### config.mk
export PLATFORM = sky130hd
export DESIGN_NAME = multicycle_control_unit
export DESIGN_NICKNAME = d
export VERILOG_FILES = /design/src/rtl/multicycle_control_unit.sv
export SDC_FILE = /design/constraint.sdc
export NUM_CORES = 1
export LEC_CHECK = 0
export CAP_MARGIN = 25
export CORE_MARGIN = 10
export CORE_UTILIZATION = 45
export CTS_CLUSTER_SIZE = 30
export DETAILED_ROUTE_END_ITERATION = 16
export PLACE_DENSITY = 0.79
export SLEW_MARGIN = 20
export SYNTH_ARGS = -nofsm -noshare
export SYNTH_HDL_FRONTEND = slang
export SYNTH_SLANG_ARGS = --single-unit
### constraint.sdc
create_clock -name clk -period 6.4 [get_ports clk]
set_input_delay 0.64 -clock clk [delete_from_list [all_inputs] [get_ports clk]]
set_output_delay 0.64 -clock clk [all_outputs]
set_load 0.02 [all_outputs]
### src/rtl/multicycle_control_unit.sv
// multicycle_control_unit: RV32I multi-cycle FSM stepping IF/ID/EX/MEM/WB with memory handshake,
// optional stall timeout and a retired-instruction counter.
module multicycle_control_unit #(
    parameter int MEM_HANDSHAKE = 1,
    parameter int MAX_WAIT      = 0,
    parameter int WAIT_W        = 8,
    parameter int CNT_W         = 32
) (
    input  logic             clk,
    input  logic             reset,
    input  logic [6:0]       opcode,
    input  logic             bcond,
    input  logic             mem_ready,
    input  logic             halt_cond,
    output logic             pc_write,
    output logic [1:0]       pc_source,
    output logic             ir_write,
    output logic             i_or_d,
    output logic             mem_read,
    output logic             mem_write,
    output logic             mem_to_reg,
    output logic             reg_write,
    output logic             pc_to_reg,
    output logic             alu_src_a,
    output logic [1:0]       alu_src_b,
    output logic [1:0]       alu_op,
    output logic             is_halted,
    output logic             bus_error,
    output logic [CNT_W-1:0] instr_count,
    output logic [2:0]       state
);
    localparam logic [2:0] S_IF   = 3'd0;
    localparam logic [2:0] S_ID   = 3'd1;
    localparam logic [2:0] S_EX   = 3'd2;
    localparam logic [2:0] S_MEM  = 3'd3;
    localparam logic [2:0] S_WB   = 3'd4;
    localparam logic [2:0] S_HALT = 3'd5;
    localparam logic [6:0] OP_ARITH     = 7'b0110011;
    localparam logic [6:0] OP_ARITH_IMM = 7'b0010011;
    localparam logic [6:0] OP_LOAD      = 7'b0000011;
    localparam logic [6:0] OP_STORE     = 7'b0100011;
    localparam logic [6:0] OP_BRANCH    = 7'b1100011;
    localparam logic [6:0] OP_JAL       = 7'b1101111;
    localparam logic [6:0] OP_JALR      = 7'b1100111;
    localparam logic [6:0] OP_ECALL     = 7'b1110011;
    localparam logic [WAIT_W-1:0] WAIT_LAST = WAIT_W'(MAX_WAIT - 1);

    logic              rdy;
    logic              stall;
    logic              timeout;
    logic [2:0]        next_state;
    logic [WAIT_W-1:0] wait_cnt;

    assign rdy     = (MEM_HANDSHAKE == 0) || mem_ready;
    assign stall   = !rdy && (state == S_IF ||
                     (state == S_MEM && (opcode == OP_LOAD || opcode == OP_STORE)));
    // mem_ready in the last allowed cycle still wins because stall requires !rdy
    assign timeout = (MAX_WAIT != 0) && stall && wait_cnt == WAIT_LAST;

    always_comb begin
        pc_write   = 1'b0;
        pc_source  = 2'd0;
        ir_write   = 1'b0;
        i_or_d     = 1'b0;
        mem_read   = 1'b0;
        mem_write  = 1'b0;
        mem_to_reg = 1'b0;
        reg_write  = 1'b0;
        pc_to_reg  = 1'b0;
        alu_src_a  = 1'b0;
        alu_src_b  = 2'd0;
        alu_op     = 2'd0;
        next_state = state;
        case (state)
            S_IF: begin
                mem_read = 1'b1;
                ir_write = rdy & ~reset;
                next_state = rdy ? S_ID : S_IF;
            end
            S_ID: begin
                alu_src_b = 2'd2;
                case (opcode)
                    OP_JAL: begin
                        reg_write  = 1'b1;
                        pc_to_reg  = 1'b1;
                        pc_write   = 1'b1;
                        pc_source  = 2'd2;
                        next_state = S_IF;
                    end
                    OP_ECALL: begin
                        pc_write   = !halt_cond;
                        next_state = halt_cond ? S_HALT : S_IF;
                    end
                    OP_ARITH, OP_ARITH_IMM, OP_LOAD, OP_STORE, OP_JALR, OP_BRANCH:
                        next_state = S_EX;
                    default: begin
                        pc_write   = 1'b1;
                        next_state = S_IF;
                    end
                endcase
            end
            S_EX: begin
                alu_src_a  = 1'b1;
                next_state = S_IF;
                case (opcode)
                    OP_ARITH: begin
                        alu_op     = 2'b10;
                        next_state = S_WB;
                    end
                    OP_ARITH_IMM: begin
                        alu_src_b  = 2'd2;
                        alu_op     = 2'b10;
                        next_state = S_WB;
                    end
                    OP_LOAD, OP_STORE: begin
                        alu_src_b  = 2'd2;
                        next_state = S_MEM;
                    end
                    OP_BRANCH: begin
                        alu_op    = 2'b01;
                        pc_write  = 1'b1;
                        pc_source = {1'b0, bcond};
                    end
                    OP_JALR: begin
                        alu_src_b = 2'd2;
                        reg_write = 1'b1;
                        pc_to_reg = 1'b1;
                        pc_write  = 1'b1;
                        pc_source = 2'd2;
                    end
                    default: ;
                endcase
            end
            S_MEM: begin
                i_or_d    = 1'b1;
                mem_read  = opcode == OP_LOAD;
                mem_write = opcode == OP_STORE;
                pc_write  = opcode == OP_STORE && rdy;
                next_state = opcode == OP_LOAD  ? (rdy ? S_WB : S_MEM) :
                             opcode == OP_STORE ? (rdy ? S_IF : S_MEM) : S_IF;
            end
            S_WB: begin
                reg_write  = 1'b1;
                pc_write   = 1'b1;
                mem_to_reg = opcode == OP_LOAD;
                next_state = S_IF;
            end
            S_HALT: next_state = S_HALT;
            default: next_state = S_IF;
        endcase
        if (timeout)
            next_state = S_HALT;
    end

    always_ff @(posedge clk or posedge reset) begin
        if (reset) begin
            state       <= S_IF;
            wait_cnt    <= '0;
            instr_count <= '0;
            is_halted   <= 1'b0;
            bus_error   <= 1'b0;
        end else begin
            state       <= next_state;
            wait_cnt    <= (next_state != state) ? '0 : stall ? wait_cnt + WAIT_W'(1) : wait_cnt;
            instr_count <= instr_count + CNT_W'(pc_write);
            if (next_state == S_HALT)
                is_halted <= 1'b1;
            if (timeout)
                bus_error <= 1'b1;
        end
    end
endmodule

; After elaboration in Yosys (flattened, before gate mapping)
; Index checks and enable logic that the tools add are counted.
[totals]
register_bits = 36
inputBits = 12
wordCells = 57
out_inout_bits = 52
[op_classes]
eq_ne = 14
bitwise_logic = 2
add_sub_neg = 1
n_mux = 29
n_reduce_logical = 8
[ops]
columns = cell, n
row1 = adder 32 x 1 -> 32 bit, 1
row2 = equality test 7 bit (second input constant), 4
row3 = one-hot mux 2 bit (2 select lines), 4
row4 = one-hot mux 3 bit (5 select lines), 1
row5 = equality test 7 x 6 -> 1 bit (second input constant), 2
row6 = one-hot mux 3 bit (2 select lines), 2
row7 = two-way mux 2 bit, 5
row8 = equality test 3 bit (second input constant), 3
row9 = two-way mux 1 bit, 9
row10 = two-way mux 3 bit, 3
row11 = equality test 7 x 2 -> 1 bit (second input constant), 1
row12 = equality test 7 x 5 -> 1 bit (second input constant), 1
row13 = equality test 3 x 2 -> 1 bit (second input constant), 2
row14 = one-hot mux 1 bit (2 select lines), 3
row15 = OR reduction 2 bit, 3
row16 = OR reduction 6 bit, 1
row17 = one-hot mux 1 bit (4 select lines), 1
row18 = OR reduction 4 bit, 1
row19 = equality test 3 x 1 -> 1 bit (second input constant), 1
row20 = logical NOT 3 bit, 1
row21 = one-hot mux 1 bit (3 select lines), 1
row22 = bitwise AND 1 bit, 1
row23 = logical AND 1 bit, 1
row24 = logical NOT 1 bit, 1
row25 = NOT 1 bit, 1

; Longest topological paths before layout
; Gate-level depths: netlist of run 1.
[logic_depth]
word_depth = 5
ltp_mapped = 11
depth_no_buf = 10

; Least setup slack after synthesis of run 1
; Ideal clock, no wire load.
[synth_timing]
path_type = register -> register
startpoint = reg state[1]
endpoint = reg instr_count[26]
synth_period_minus_slack_ns = 3.583
arrival_ns = 3.453
required_time_ns = 6.269
setup_time_ns = 0.131
setup_slack_ns = 2.817
path_stages_with_launch = 12
path_buffers = 1
path_cell_list = dfrtp_1 > clkbuf_1 > nor3b_1 > nand2_1 > o21a_1 > o221ai_1 > ha_1 > ha_1 > inv_1 > nor4_4 > nand4_1 > xnor2_1
[synth_between]
elab_chain_cells = 3
elab_cells_between_ends = 6
cone_classes = add/sub: 1 / eq/ne: 4 / mux: 1
[synth_rtl]
columns = element, line
row1 = from (decl), 30  ; output logic [2:0] state
row2 = from (signal assigned), 163  ; state <= next_state;
row3 = equality test 3 bit (tied with other cells), 74  ; case (state)
row4 = one-hot mux 1 bit (4 select lines) (*), 74
row5 = named net pc_write, 15  ; output logic pc_write,
row6 = adder 32 x 1 -> 32 bit (*), 165  ; instr_count <= instr_count + CNT_W'(pc_write);
row7 = to (signal assigned), 165
row8 = to (decl), 29  ; output logic [CNT_W-1:0] instr_count,
; The timed path passes the listed nets; every way through them passes the cells marked *.
; A chain may end at the register's enable or synchronous reset.

; Worst setup path in the final report of run 1
[layout_timing]
startpoint = in opcode[4]
endpoint = reg instr_count[29]
[layout_between]
elab_chain_cells = 5
elab_cells_between_ends = 14
cone_classes = add/sub: 1 / eq/ne: 7 / mux: 3 / reduce/logical: 3
[layout_rtl]
columns = element, line
row1 = from (decl), 11  ; input logic [6:0] opcode,
row2 = equality test 7 x 2 -> 1 bit (tied with other cells), 82  ; case (opcode)
row3 = OR reduction 6 bit / OR reduction 2 bit (equally long branches), -
row4 = one-hot mux 1 bit (2 select lines) / two-way mux 1 bit (equally long branches), "82, 105"
row5 = one-hot mux 1 bit (4 select lines) (*), 74
row6 = adder 32 x 1 -> 32 bit (*), 165
; Every way passes the cells marked *; elsewhere a longest branch is shown, timed or not.

==> out/qor.yml, run 1 <==
status: "finished, final reports clean"
r2r_end: "instr_count[29]"
whs_endpoint: "instr_count[31]"
leading_cell_type_in_the_layout_fill_and_taps_excluded: "clkdlybuf4s50_1"
finalWorstSetupSlack_ns: 2.74
drv_cap: 0
total_leakage_power_uw: 0.00113
grt_most_used_layer: "met2"
totalNegativeSetupSlack_ns: 0
hold_start: "instr_count[31]"
final_hold_viol_count: 0
timing.fmax_mhz: 273
seq_area_frac_synth: 0.468
power_frac_comb: 0.192
worstHoldPathCells: 1
synth_area_sq_um: 1930
reg2regPathDepth: 9
synthFlopType: "dfrtp_1"
mostFrequentLayoutCells: "clkdlybuf4s50_1, dfrtp_1, xnor2_1"
dr_total_vias: 1628
internal-power_uw: 507
max-vdd-ir-drop_v: 0.000176
groute.layer.met1.usage: 0.151
fp.dieH_microns: 85.4
global_route.usage.total: 0.138
floorplan.die_area_sq_um: 7300
finClkSkew_ns: 0.00604
finalCritPeriodShare: 0.572
grt_start_max_net_pins: 38
post_drt_wl_per_cell_microns: 16.4
ctsHoldBuffers: 0
dp_hpwl_mm: 3.70
grt_antenna_before_repair: 0
cts.root.buffer_cell: "clkbuf_8"
rsz_0062_raised_after_global_routing: "no"
reg2reg_from: "state[2]"
grt_pass1_wl_mm: 8.42
drt_first_pass_iters: 4
met2_usage: 0.215
slew_headroom: 0.270
synth.area.top_cells: "dfrtp_1, xnor2_1, nand4_1"
critPathMaxFanout: 11
detail_route.drc_violations: 0
cts_inserted_buffers: 5
drt_iter0_markers: 129
post-place-ws_ns: 2.45
critPathLaunchType: "primary input"
num_antenna_cells: 0
postSynthAreaPerCell_sq_um: 10.1
worst_pin_slew_ns: 1.09
yosys.area.top_type_share: 0.468
hold-worst-slack_ns: 0.476
crit_type: "in2reg"
design.final.nets: 262
setup_fix_bufs_post_cts: 0
number_of_global_route_vias_before_repair: 1720
clock_power_share: 0.404
portBuffers: 61
instance_count_after_placement_with_tap_cells_included: 291
critical_path.cell_chain: "clkdlybuf4s50_1 > nand2b_1 > or3_1 > o221ai_1 > ha_1 > nand2_1 > nor4_2 > nand4_1 > xnor2_1"
power.share.sequential: 0.404
path_clk_slew_ns: 0.08
route.final.wire_length_mm: 4.91
core_area_sq_um: 4060
synth_edf_count: 0
io-pin-count: 64
cp_data_arrival_time_ns: 3.84
period_needed_ns: 3.66
r2r_slack_ns: 3.10
netSwitchingPower_uw: 184
final_layout_size_suffix_gt1_frac: 0.0522
finish.cell_count_without_fillers: 299
ctsLongestPathBuffers: 2
crit_required_ns: 6.58
postSynth.asyncResetShare: 1.00
htree_num_levels: 2
die_width_microns: 85.4
synth.yosys.warnings: 0
category_of_the_worst_setup_path_capture_point: "flop"
cts_resized: 0
clock_latency_ns: 0.29
synth.ff_latch_count: 36
syn2layout_area_growth_pct: 40.7
p_per_area_nw_per_um2: 255
initial_standard_cell_utilization_of_the_core: 0.475
power.switching_fraction: 0.267
setup_viol: 0
final_antenna_net_count: 0
timing.critical_path.slowest_cell_delay_ns: 0.95
rows: 23
cts.sink_count: 36
synth_top_cell_by_area: "dfrtp_1"
hold_class: "reg2reg"
gpl.final_weighted_congestion: 0.971
drv_slew: 0
post_synth_inst_count: 190
grt_overflow: 0
worst_path_cell_with_the_longest_stage_delay: "nor4_2"
route.detailed.vias_per_inst: 5.44
yosys.cell_types.count: 44
grt_util_met3: 0.0937
tritoncts_clock_tree: "done"
-- metal layers --
layer,wire length [microns],vias up
met1,1970,767
met4,10,0
met3,693,2
li1,-,788
met5,0,-
met2,2240,71
-- through the flow --
stage / cell area, sq um / total power, uW / util
finish: 2710 / 692 / 0.668
floorplan: 1930 / 348 / -
detailed placement: 2550 / 420 / 0.629
CTS: 2710 / 700 / 0.668
global route: 2710 / 721 / 0.668
global placement: 2550 / 416 / 0.629
-- cell type report --
cell class	instances	area, sq um
clock buffers	5	68.8
clock inverters	3	90.1
fillers	328	1350
inverters	5	18.8
multi-input cells	138	951
flip-flops and latches	36	901
well taps	50	62.6
repair buffers	62	618
-- power by group through the flow --
stage          Combinational, uW  Clock [uW]  Sequential [uW]
2_1_floorplan               44.4           0              304
3_3_place_gp                 133           0              283
3_5_place_dp                 136           0              284
4_1_cts                      136         284              280
5_1_grt                      144         294              283
6_report                     133         279              280
-- cell usage after synthesis, drive strengths merged (3+ instances only) --
cell and instances:
inv 5, and3 6, nand4b 4, nor2b 3, clkbuf 7, xnor2 25
buf 5, nand3 7, nand2 18, xor2 5, a31oi 3, nor4 5
nand4 14, nor2 12, dfrtp 36, and4 5
-- cells by family (layout without fill, tap and decap cells) --
group | count (synthesis) | count (layout) | synth area share
AO/OA/AOI/OAI | 15 | 15 | 0.0598
multiplexers | 2 | 2 | 0.0104
AND/OR/NAND/NOR | 87 | 87 | 0.270
buffers and inverters | 17 | 75 | 0.0403
flip-flops | 36 | 36 | 0.468
adder cells (fa/ha/maj) | 2 | 2 | 0.0130
XOR/XNOR | 30 | 30 | 0.136
other | 1 | 2 | 0.00195
-- worst max path at each step --
| stage | from | endpoint |
|---|---|---|
| 2_1_floorplan | state[1] | instr_count[26] |
| 3_3_place_gp | opcode[3] | instr_count[27] |
| 3_5_place_dp | opcode[4] | instr_count[29] |
| 4_1_cts | opcode[3] | instr_count[29] |
| 5_1_grt | opcode[5] | instr_count[29] |
| 6_report | opcode[4] | instr_count[29] |
-- state kept, by name, indices dropped and copies added, names as in the netlist --
name	cells
instr_count	32
state	3
is_halted	1
-- worst max-delay path: cells and delay by family --
kind / cells / cell delay, ns
simple gates: 5 / 1.94
buf+inv: 1 / 0.54
fa+ha+maj: 1 / 0.26
compound gates: 1 / 0.25
xor+xnor: 1 / 0.20
No activity file was read; power rests on OpenSTA's default activity.
==> run 2: changes to the inputs <==
--- a/config.mk
+++ b/config.mk
@@ -7,10 +7,10 @@
 export LEC_CHECK = 0
 export CAP_MARGIN = 25
 export CORE_MARGIN = 10
-export CORE_UTILIZATION = 45
+export CORE_UTILIZATION = 41
 export CTS_CLUSTER_SIZE = 30
 export DETAILED_ROUTE_END_ITERATION = 16
-export PLACE_DENSITY = 0.79
+export PLACE_DENSITY = 0.76
 export SLEW_MARGIN = 20
 export SYNTH_ARGS = -nofsm -noshare
 export SYNTH_HDL_FRONTEND = slang
==> constraint.sdc (replaced) <==
create_clock -name clk -period 3.28 [get_ports clk]
set_input_delay 0.328 -clock clk [delete_from_list [all_inputs] [get_ports clk]]
set_output_delay 0.328 -clock clk [all_outputs]
set_load 0.02 [all_outputs]
==> run 2 against run 1 <==
  * Critical path depth rose by 3
  * Clock skew is 0.00099 ns higher
  * Die area rose by 7.4%
  * Non-clock buffer count grew 8
  * Cell count is 3.0% higher
  * Global-route usage decreased by 0.67 points
  * First-iteration DRC count is 33% lower
  * Flip-flop and latch count did not move
  * Count of clock-buffer cells in the layout increased by 2
  * Wire length down 0.65%
  * Critical path type unchanged
  * Highest routed layer unchanged
==> out/qor.yml, run 2 (synthesized netlist as in run 1, its figures left out) <==
route.final.wire_length_mm: 4.88  # -0.65%
finish.cell_count_without_fillers: 308  # +3.0%
routed-wl-met2_mm: 2.24  # +0.31%
grt_start_max_net_pins: 37  # -2.6%
num-fill-cells: 388  # +18%
final_antenna_net_count: 0  # unchanged
htree_num_levels: 2  # unchanged
cts.sink_count: 36  # unchanged
ctsLongestPathBuffers: 2  # unchanged
finalCritPeriodShare: 0.836
path_clk_slew_ns: 0.07  # about the same
drv_slew: 0  # unchanged
floorplan.die_area_sq_um: 7840  # +7.4%
cts.root.buffer_cell: "clkbuf_8"
critPathMaxFanout: 10  # -1
syn2layout_area_growth_pct: 41.3
grt_overflow: 0  # unchanged
critPathLaunchType: "primary input"
reg_top3: "instr_count: 32 flops, state: 3 flops, is_halted: 1 flops"
post_drt_wl_per_cell_microns: 15.8  # -3.6%
rsz_0062_raised_after_global_routing: "no"
drt_iter0_markers: 86  # -33%
routedLengthMet1_mm: 2.10  # +6.5%
hold_class: "in2async"
fp.dieH_microns: 88.5  # +3.6%
cts_inserted_buffers: 5  # unchanged
p_per_area_nw_per_um2: 421  # +65%
leading_cell_type_in_the_layout_fill_and_taps_excluded: "clkdlybuf4s50_1"
final_core_util: 0.612  # -0.0556
ctsHoldBuffers: 0  # unchanged
final_hold_viol_count: 0  # unchanged
design.final.nets: 270  # +3.1%
setup_viol: 0  # unchanged
instance_count_after_placement_with_tap_cells_included: 301  # +3.4%
route.detailed.vias_per_inst: 5.38  # -1.3%
status: "finished, final reports clean"
global_route.usage.total: 0.131  # -0.00673
dp_hpwl_mm: 3.73  # +0.77%
detail_route.drc_violations: 0  # unchanged
largest_register_ff_count: 32  # unchanged
clock_latency_ns: 0.28  # about the same
multi_input_comb_area_sq_um: 962  # +1.2%
drt_first_pass_iters: 4  # unchanged
grt_pass1_wl_mm: 8.34  # -0.97%
period_needed_ns: 2.74
finalWorstSetupSlack_ns: 0.539  # -2.20 ns
grt_antenna_before_repair: 0  # unchanged
max-vdd-ir-drop_v: 0.000206  # +17%
category_of_the_worst_setup_path_capture_point: "flop"
post-place-ws_ns: 0.255  # -2.20 ns
initial_standard_cell_utilization_of_the_core: 0.433  # -0.0413
seqCellArea_sq_um: 901  # unchanged
number_of_global_route_vias_before_repair: 1688  # -1.9%
die_width_microns: 88.5  # +3.6%
drv_cap: 0  # unchanged
num_antenna_cells: 0  # unchanged
biggest_register: "instr_count"
portBuffers: 61  # unchanged
gpl.final_weighted_congestion: 0.957  # -1.4%
final_layout_size_suffix_gt1_frac: 0.0820  # +0.0298
dr_wl_met3_microns: 502  # -28%
io-pin-count: 64  # unchanged
rows: 24  # +4.3%
total_leakage_power_uw: 0.00114  # +1.2%
tritoncts_clock_tree: "done"
mostFrequentLayoutCells: "clkdlybuf4s50_1, dfrtp_1, xnor2_1"
setup_fix_bufs_post_cts: 0  # unchanged
crit_type: "in2reg"
totalNegativeSetupSlack_ns: 0  # unchanged
cp_data_arrival_time_ns: 2.91  # -0.93 ns
dr_total_vias: 1656  # +1.7%
cts_resized: 0  # unchanged
crit_required_ns: 3.45  # -3.13 ns
finClkSkew_ns: 0.00702  # +0.000986 ns
routed.top_layer: "met4"
core_area_sq_um: 4440  # +9.5%
hold-worst-slack_ns: 0.475  # -0.000588 ns
timing.fmax_mhz: 365
-- run 2: changes by cell type in the layout (fill, tap and decap cells not counted), sizes merged --
| cell | previous run | this run |
|---|---|---|
| buf | 1 | 9 |
| clkbuf | 5 | 7 |
| bufinv | 3 | 0 |
-- run 2: worst max-delay path, cell delays in order --
cell	delay [ns]
clkdlybuf4s50_1	0.56
nand4b_1	0.23
nor3_1	0.18
mux2i_1	0.10
o221ai_1	0.22
ha_1	0.27
ha_1	0.20
inv_1	0.08
nor4_4	0.26
buf_4	0.20
nand4_1	0.13
xnor2_1	0.16
-- run 2: metal layers --
layer / vias up / track usage
met5: - / 0
met4: 0 / 0.0220
met3: 5 / 0.0625
met2: 63 / 0.215
met1: 784 / 0.155
li1: 804 / -
-- run 2: worst paths after layout --
| kind | depth (start not counted) | startpoint | endpoint | slack (ns) |
|---|---|---|---|---|
| worst max-delay path | 12 | opcode[2] | instr_count[26] | 0.54 |
| worst min-delay path | 3 | reset | instr_count[4] | 0.48 |
| worst max register to register | 11 | state[0] | instr_count[26] | 0.57 |
| worst min register to register | 1 | is_halted | is_halted | 0.48 |
| max in group asynchronous | 3 | reset | instr_count[7] | 2.48 |
| min in group clk | 1 | is_halted | is_halted | 0.48 |
-- run 2: cell type report --
type                            instances  share of cell area
Clock buffer                            7              0.0354
Inverter                                5             0.00690
Multi-Input combinational cell        138               0.354
Sequential cell                        36               0.331
Tap cell                               52              0.0239
Timing Repair Buffer                   70               0.249
-- run 2: stage by stage --
step | cell area [sq um] | total power, uW
final | 2720 | 1140
after detailed placement | 2630 | 823
after global placement | 2630 | 820
after CTS | 2720 | 1160
after global routing | 2720 | 1210
after floorplan | 1940 | 680
-- run 2: where the power goes --
group          leakage (uW)  switching (uW)  internal, uW
logic              0.000603             138           131
registers          0.000490            59.1           485
clock network     0.0000503             145           187
total               0.00114             342           803
